**src/rtl/multicycle_control_fsm.sv**
```systemverilog
// Multi-cycle control sequencer for the MIPS-subset datapath.
// It drives the datapath selects and enables for each state, waits on mem_ready and counts retired instructions.
module multicycle_control_fsm #(
  parameter int         COUNT_W  = 32,
  parameter logic [5:0] OP_RTYPE = 6'h00,
  parameter logic [5:0] OP_LW    = 6'h23,
  parameter logic [5:0] OP_SW    = 6'h2B,
  parameter logic [5:0] OP_BEQ   = 6'h04,
  parameter logic [5:0] OP_J     = 6'h02,
  parameter logic [5:0] OP_ADDI  = 6'h08
) (
  input  logic               clk,
  input  logic               rst,
  input  logic               run,
  input  logic [5:0]         opcode,
  input  logic               mem_ready,
  output logic               pc_write,
  output logic               pc_write_cond,
  output logic [1:0]         pc_source,
  output logic               i_or_d,
  output logic               mem_read,
  output logic               mem_write,
  output logic               ir_write,
  output logic               reg_dst,
  output logic               mem_to_reg,
  output logic               reg_write,
  output logic               alu_src_a,
  output logic [1:0]         alu_src_b,
  output logic [1:0]         alu_op,
  output logic               illegal_op,
  output logic               instr_done,
  output logic [COUNT_W-1:0] instr_count,
  output logic [3:0]         state
);

  typedef enum logic [3:0] {
    IDLE     = 4'd0,
    FETCH    = 4'd1,
    DECODE   = 4'd2,
    MEM_ADDR = 4'd3,
    MEM_RD   = 4'd4,
    MEM_WB   = 4'd5,
    MEM_WR   = 4'd6,
    R_EXEC   = 4'd7,
    R_WB     = 4'd8,
    BRANCH   = 4'd9,
    JUMP     = 4'd10,
    I_EXEC   = 4'd11,
    I_WB     = 4'd12
  } state_t;

  state_t             state_q;
  state_t             state_d;
  logic [COUNT_W-1:0] count_q;
  logic               retire;

  always_ff @(posedge clk or posedge rst) begin
    if (rst) begin
      state_q <= IDLE;
      count_q <= '0;
    end else begin
      state_q <= state_d;
      if (retire) begin
        count_q <= count_q + {{(COUNT_W-1){1'b0}}, 1'b1};
      end
    end
  end

  always_comb begin
    state_d       = state_q;
    retire        = 1'b0;
    pc_write      = 1'b0;
    pc_write_cond = 1'b0;
    pc_source     = 2'b00;
    i_or_d        = 1'b0;
    mem_read      = 1'b0;
    mem_write     = 1'b0;
    ir_write      = 1'b0;
    reg_dst       = 1'b0;
    mem_to_reg    = 1'b0;
    reg_write     = 1'b0;
    alu_src_a     = 1'b0;
    alu_src_b     = 2'b00;
    alu_op        = 2'b00;
    illegal_op    = 1'b0;

    case (state_q)
      IDLE: begin
        if (run) state_d = FETCH;
      end
      // PC+4 is computed by the ALU while the instruction is fetched; both loads wait for memory.
      FETCH: begin
        mem_read  = 1'b1;
        alu_src_b = 2'b01;
        pc_write  = mem_ready;
        ir_write  = mem_ready;
        if (mem_ready) state_d = DECODE;
      end
      DECODE: begin
        alu_src_b = 2'b11;
        case (opcode)
          OP_LW, OP_SW: state_d = MEM_ADDR;
          OP_RTYPE:     state_d = R_EXEC;
          OP_BEQ:       state_d = BRANCH;
          OP_J:         state_d = JUMP;
          OP_ADDI:      state_d = I_EXEC;
          default: begin
            illegal_op = 1'b1;
            state_d    = run ? FETCH : IDLE;
          end
        endcase
      end
      MEM_ADDR: begin
        alu_src_a = 1'b1;
        alu_src_b = 2'b10;
        state_d   = (opcode == OP_LW) ? MEM_RD : MEM_WR;
      end
      MEM_RD: begin
        mem_read = 1'b1;
        i_or_d   = 1'b1;
        if (mem_ready) state_d = MEM_WB;
      end
      MEM_WB: begin
        reg_write  = 1'b1;
        mem_to_reg = 1'b1;
        retire     = 1'b1;
      end
      MEM_WR: begin
        mem_write = 1'b1;
        i_or_d    = 1'b1;
        retire    = mem_ready;
      end
      R_EXEC: begin
        alu_src_a = 1'b1;
        alu_op    = 2'b10;
        state_d   = R_WB;
      end
      R_WB: begin
        reg_write = 1'b1;
        reg_dst   = 1'b1;
        retire    = 1'b1;
      end
      BRANCH: begin
        alu_src_a     = 1'b1;
        alu_op        = 2'b01;
        pc_write_cond = 1'b1;
        pc_source     = 2'b01;
        retire        = 1'b1;
      end
      JUMP: begin
        pc_write  = 1'b1;
        pc_source = 2'b10;
        retire    = 1'b1;
      end
      I_EXEC: begin
        alu_src_a = 1'b1;
        alu_src_b = 2'b10;
        state_d   = I_WB;
      end
      I_WB: begin
        reg_write = 1'b1;
        retire    = 1'b1;
      end
      default: state_d = IDLE;
    endcase

    // run is only honoured at an instruction boundary, so a running instruction always completes.
    if (retire) state_d = run ? FETCH : IDLE;
    instr_done = retire;
  end

  assign instr_count = count_q;
  assign state       = state_q;

endmodule

```
**config.mk**
```make
export PLATFORM = sky130hd
export DESIGN_NAME = multicycle_control_fsm
export DESIGN_NICKNAME = d
export VERILOG_FILES = /design/src/rtl/multicycle_control_fsm.sv
export SDC_FILE = /design/constraint.sdc
export NUM_CORES = 1
export LEC_CHECK = 0
export BUFFER_PORTS_ARGS = -buffer_cell sky130_fd_sc_hd__buf_2
export CAP_MARGIN = 25
export CELL_PAD_IN_SITES_DETAIL_PLACEMENT = 1
export CELL_PAD_IN_SITES_GLOBAL_PLACEMENT = 1
export CORE_ASPECT_RATIO = 1.5
export CORE_MARGIN = 8
export CORE_UTILIZATION = 34
export CTS_CLUSTER_DIAMETER = 120
export DETAILED_ROUTE_END_ITERATION = 8
export PLACE_DENSITY = 0.81
export RECOVER_POWER = 100
export SYNTH_ARGS = -nofsm -noshare
export SYNTH_HDL_FRONTEND = slang
export SYNTH_SLANG_ARGS = --single-unit
```
**constraint.sdc**
```tcl
create_clock -name clk -period 1.51 [get_ports clk]
set_input_delay 0.0755 -clock clk [delete_from_list [all_inputs] [get_ports clk]]
set_output_delay 0.0755 -clock clk [all_outputs]
set_load 0.1 [all_outputs]
```
# Yosys cells after proc, flatten, opt, wreduce, memory -nomap -nowiden
# Cells that the tools add are included.
dict set report totals {
  register_bits 36
  input_bits 10
  out_inout_bits 54
  elab_cells 60
}
dict set report classes {
  add_sub_neg 1
  eq_ne 21
  n_mux 24
  n_reduce_logical 12
}
# cell count
set op_table {}
lappend op_table {{adder 32 x 1 -> 32 bit, second input constant} 1}
lappend op_table {{one-hot mux 4 bit (8 select lines)} 1}
lappend op_table {{equality test 4 bit, second input constant} 5}
lappend op_table {{one-hot mux 4 bit (5 select lines)} 1}
lappend op_table {{equality test 4 x 3 -> 1 bit, second input constant} 4}
lappend op_table {{two-way mux 4 bit} 4}
lappend op_table {{equality test 6 bit, second input constant} 2}
lappend op_table {{two-way mux 1 bit} 12}
lappend op_table {{OR reduction 6 bit} 2}
lappend op_table {{inequality test 3 bit, second input constant} 3}
lappend op_table {{equality test 4 x 2 -> 1 bit, second input constant} 2}
lappend op_table {{one-hot mux 2 bit (2 select lines)} 2}
lappend op_table {{OR reduction 2 bit} 4}
lappend op_table {{equality test 6 x 2 -> 1 bit, second input constant} 1}
lappend op_table {{equality test 6 x 3 -> 1 bit, second input constant} 1}
lappend op_table {{equality test 6 x 4 -> 1 bit, second input constant} 1}
lappend op_table {{logical NOT 6 bit} 1}
lappend op_table {{one-hot mux 2 bit (3 select lines)} 1}
lappend op_table {{OR reduction 5 bit} 1}
lappend op_table {{equality test 4 x 1 -> 1 bit, second input constant} 1}
lappend op_table {{logical NOT 4 bit} 1}
lappend op_table {{one-hot mux 1 bit (2 select lines)} 2}
lappend op_table {{AND reduction 4 bit} 1}
lappend op_table {{OR reduction 4 bit} 1}
lappend op_table {{3 further kinds} 3}

# Depth between registers and ports, before layout
dict set report depth {
  depth_word 5
  ltp_mapped 7
  ltp_nobuf 6
}

# Worst setup path after synthesis
# OpenSTA, ideal clock, no wires.
dict set report synth_path {
  path_kind {reg2out}
  start {register state_q[3] (netlist: state[3])}
  end {output port pc_write}
  arrival_ps 4243
  t_required_ps 1434
  slack_ps -2809
  stages_incl_launch_ff 6
  path_buffers 2
  cell_sequence {dfrtp_1 > buf_6 > clkbuf_1 > nand2_1 > nor3_1 > or2_2}
}
dict set report synth_between {
  elab_chain_cells 2
  word_cells_on_any_way 3
  cone_classes {eq/ne: 2; mux: 1}
}
# item line
set synth_lines {}
lappend synth_lines {{start: declaration} 52} ;# state_t state_q;
lappend synth_lines {{start signal: assignment} 62} ;# state_q <= state_d;
lappend synth_lines {{equality test 4 bit / equality test 4 x 1 -> 1 bit (equally long branches)} 87} ;# case (state_q)
lappend synth_lines {{one-hot mux 1 bit (2 select lines) *} 87}
lappend synth_lines {{end: declaration} 17} ;# output logic pc_write,
# Mark *: on every way between the ends. The rest lies on a longest branch, timed or not.

# Worst setup path after layout
dict set report layout_path {
  start {register state_q[3] (netlist: state[3])}
  end {register count_q[30] (netlist: instr_count[30])}
}
dict set report layout_between {
  elab_chain_cells 3
  word_cells_on_any_way 8
  cone_classes {eq/ne: 6; mux: 1; reduce/logical: 1}
}
# item line
set layout_lines {}
lappend layout_lines {{equality test 4 bit / equality test 4 x 3 -> 1 bit (equally long branches)} 87}
lappend layout_lines {{OR reduction 5 bit (no source line)} -}
lappend layout_lines {{one-hot mux 1 bit (2 select lines) *} 87}
lappend layout_lines {{end signal: assignment} 64} ;# count_q <= count_q + {{(COUNT_W-1){1'b0}}, 1'b1};
lappend layout_lines {{end: declaration} 54} ;# logic [COUNT_W-1:0] count_q;
# Marks and branches as above.
# A chain may end at the register's enable or synchronous reset.

==> summary by stage <==
Outcome
The flow ran to the end, but the final reports show violations. The final reports fail on setup timing.

Placement
The number of placed instances, taps included, is 397. Buffers placed on the I/O ports in this run total 63. At the end of routability-driven placement, the weighted congestion stood at 0.833. The detailed placement HPWL is 5910 um.

Yosys
The synthesized flop and latch total is 36. Counting instances in the post-synthesis netlist gives the leading cell types as sky130_fd_sc_hd__dfrtp_1, sky130_fd_sc_hd__nor2_1, sky130_fd_sc_hd__nand2_1. Synthesis produced a netlist with a net count of 231. The fraction of registers with async set/reset is 100%. The post-synthesis instance area is a little over 2000 um^2. The top cell type's share of synthesized area is 44.2%. During synthesis, Yosys emitted a total of 0 warnings.

In the post-synthesis netlist, the biggest area contributors are sky130_fd_sc_hd__dfrtp_1, sky130_fd_sc_hd__xnor2_1, sky130_fd_sc_hd__xor2_1. sky130_fd_sc_hd__dfrtp_1 takes more of the synthesized area than any other cell. The cell count after synthesis came out at 220. The top flip-flop cell by instance count after synthesis is sky130_fd_sc_hd__dfrtp_1. Averaged over all synthesized cells, the footprint is between 9 and 10 um^2.

In this run, synthesis inferred 0 flip-flops with an integrated enable. The count of distinct cell types in the synthesized netlist is 44. Sequential elements use between 40% and 50% of the synthesized area.

The most common cell in the synthesized netlist is sky130_fd_sc_hd__dfrtp_1.

Pwr
For this design the ratio of total power to cell area is approximately 1600 nW/um^2. The design draws between 6 and 7 mW. The worst IR drop on VDD is 0.00135 V.

The leakage power is 2.01 nW.

STA
The count of endpoints failing setup in the final report is between 50 and 60. Headroom to the max-slew limit came out at a little over a third. The slew at the pin closest to its max-slew limit is 959 ps. Once routing completed, OpenROAD measured the worst setup slack at -532 ps. The upper clock frequency limit is 0.490 GHz. The number of hold violations in the final report is 0. The worst-case hold slack is between 100 and 150 ps. The final period demand of the worst path is 2040 ps. The final period utilization is 135%. The largest clock skew in the final design is roughly 14 ps. The summed negative setup slack over all endpoints is -19780 ps. The total count of max-transition violations in the final report is 0. Setup repair after global routing could not meet its margin everywhere.

Die
The initial core utilization is about a third. The die is 79.2 um wide. The row count is 34. From bottom edge to top edge, the die measures around 110 um. In this run the count of I/O pins placed on the die edge is 64. After floorplanning, the core was sized to cover 5790 um^2. The die footprint is just under 9000 um^2.

CTS
At the later pin of the worst-skew pair, clock insertion delay measures 300 ps. The clock sink count is 36. The clock-pin slew of the registers on the worst-case setup and hold paths is 80 ps. Counting along the longest clock path gives a buffer depth of 2.

TritonCTS built the clock tree. The clock tree synthesis step divided the H-tree into 2 levels. Buffers inserted during clock tree synthesis total 5. The cell at the root of the clock tree is sky130_fd_sc_hd__clkbuf_8.

Drt
In the routed layout, each cell is associated on average with a via count of roughly 5.7. The first routing iteration left 123 violations. After detailed routing, the total wire length is ~13000 um. Summed over all nets, wire length on met2 after detailed routing comes to 7050 um. The met3 wirelength from detailed routing is ~800 um.

After detailed routing, the average wire length per cell comes to approximately 30 um. In this run the remaining antenna-violating nets after routing total 0. After detailed routing, the number of remaining DRC violations is 0. The length of the first detailed-routing pass in iterations is 4. The total number of vias is 2547. The highest routed metal layer is met4. The routed metal-1 wire length is 4140 um.

Job
The max-capacitance violation count is 0.

Finish
The antenna diode count is 0. The post-synthesis to final-layout area growth is 110%. The final core area utilization is 73.8%.

Of the cells placed in the final design, the portion with a size suffix greater than 1 is 72.5%. Once layout is complete, the cells apart from fillers number 446. After the last flow step, the layout net total stands at roughly 380.

Global routing
The via count of the first global-routing pass came to 2667. The initial antenna violation count was 0. The first global-routing pass estimated 14800 um of wire.

Entering global routing, the biggest net connects 37 pins. The total congestion overflow is 0. Global routing used 21.8% of the available tracks.

Worst setup path
The critical path startpoint category is a flop. The maximum fanout count along the critical path is 6. Walking the worst path, the cells encountered are buf_6 > a211oi_4 > nor4_4 > buf_4 > nand4_1 > nor2_2 > xor2_1. The critical path is of the flop to flop type. The data arrival at the endpoint of the critical path is around 2300 ps. Data on the critical path is required at its endpoint by 1720 ps. STA classifies the critical path endpoint as a flop. The largest single stage delay on the critical path is 480 ps.

The cell with the largest stage delay on the worst path is sky130_fd_sc_hd__dfrtp_4.

Min path
The path type of the worst min-delay path is input pin to flop.
[area by class of cell]
cell class	count	area, um^2
clock inverter	2	35.0
fill	547	1520
timing repair buffer	157	1510
sequential	36	951
tap	72	90.1
clock buffer	6	72.6
multi-input combinational	167	1590
inverter	6	22.5
[cells in the final DEF, fill, tap and decap left out, types with 2 or more instances in the layout]
cell type / instances
sky130_fd_sc_hd__inv_1: 6
sky130_fd_sc_hd__nor2_4: 12
sky130_fd_sc_hd__xnor2_2: 8
sky130_fd_sc_hd__nand3_1: 3
sky130_fd_sc_hd__clkbuf_8: 5
sky130_fd_sc_hd__nor2_1: 12
sky130_fd_sc_hd__nor3_4: 4
sky130_fd_sc_hd__dfrtp_2: 22
sky130_fd_sc_hd__buf_8: 5
sky130_fd_sc_hd__nor2_2: 5
sky130_fd_sc_hd__nand2_4: 6
sky130_fd_sc_hd__buf_12: 24
sky130_fd_sc_hd__nand2_2: 4
sky130_fd_sc_hd__xor2_1: 15
sky130_fd_sc_hd__xnor2_1: 9
sky130_fd_sc_hd__nand4_1: 13
sky130_fd_sc_hd__nor2b_4: 2
sky130_fd_sc_hd__nand2_1: 12
sky130_fd_sc_hd__buf_6: 21
sky130_fd_sc_hd__and3_1: 2
sky130_fd_sc_hd__nand3_4: 3
sky130_fd_sc_hd__and3_4: 8
sky130_fd_sc_hd__nor4_1: 3
sky130_fd_sc_hd__buf_4: 62
sky130_fd_sc_hd__a21oi_1: 3
sky130_fd_sc_hd__or2_4: 2
sky130_fd_sc_hd__clkbuf_2: 29
sky130_fd_sc_hd__buf_2: 14
sky130_fd_sc_hd__nor3_1: 3
sky130_fd_sc_hd__dfrtp_1: 8
sky130_fd_sc_hd__o211ai_1: 2
sky130_fd_sc_hd__dfrtp_4: 6
sky130_fd_sc_hd__and4_1: 2
sky130_fd_sc_hd__nand2b_4: 5
[where the power goes]
group / leakage (nW) / total [mW] / switching (mW) / internal (mW)
combinational: 1.51 / 4.76 / 2.93 / 1.83
clock: 0.0552 / 0.864 / 0.373 / 0.491
sequential: 0.445 / 1.19 / 0.120 / 1.07
total: 2.01 / 6.81 / 3.42 / 3.39
[final timing paths]
kind	start	to	slack (ps)	cells past startpoint
setup / recovery	state[3]$_DFFE_PP0P_	instr_count[30]$_DFFE_PP0N_	-530	7
hold / removal	run	state[0]$_DFFE_PP0P_	110	3
setup reg to reg	state[3]$_DFFE_PP0P_	instr_count[30]$_DFFE_PP0N_	-530	7
hold reg to reg	instr_count[27]$_DFFE_PP0N_	instr_count[27]$_DFFE_PP0N_	500	1
max in group asynchronous	rst	state[2]$_DFFE_PP0P_	120	4
min in group asynchronous	rst	instr_count[6]$_DFFE_PP0N_	680	4
[worst max-delay path: cells and delay by family (launching register included)]
| kind | cells | cell delay [ps] |
|---|---|---|
| and+or+nand+nor | 3 | 880 |
| buffers and inverters | 2 | 350 |
| DFF | 1 | 480 |
| xor gates and xnor gates | 1 | 190 |
| AOI/OAI and AO/OA | 1 | 60 |
[metal layers]
metal | vias up | global-route usage (%)
met2 | 141 | 41.4
met3 | 71 | 3.90
met1 | 1266 | 20.2
li1 | 1069 | -
met5 | - | 0
met4 | 0 | 13.4
[kinds of logic after synthesis]
kind of cell	count (synthesis)	share of synthesized area, %
simple gates	113	29.4
fa+ha+maj	1	0.614
mux	1	0.553
xor+xnor	33	14.2
flops	36	44.2
buf+inv	17	4.48
compound gates	19	6.51
[registers in the layout, indices dropped and copies added, names as in the netlist]
name and flops:
instr_count 32, state 4
[metrics by stage]
step / cell area, um^2 / setup slack, ps
floorplan: 2360 / -788
detailed placement: 3270 / -402
CTS: 3730 / -337
global route: 4270 / -624
global placement: 3270 / -270
finish: 4270 / -532
[repair_timing]
item / 4_1_cts / 5_1_grt
resized for setup: 51 / 78
endpoints found under the hold margin: 36 / 0
pin swaps: 21 / 39
endpoints found under the setup margin: 53 / 55
setup buffers: 16 / 27
hold buffers: 1 / 0
gates cloned: 0 / 1
Power figures use the tool's default switching activity.
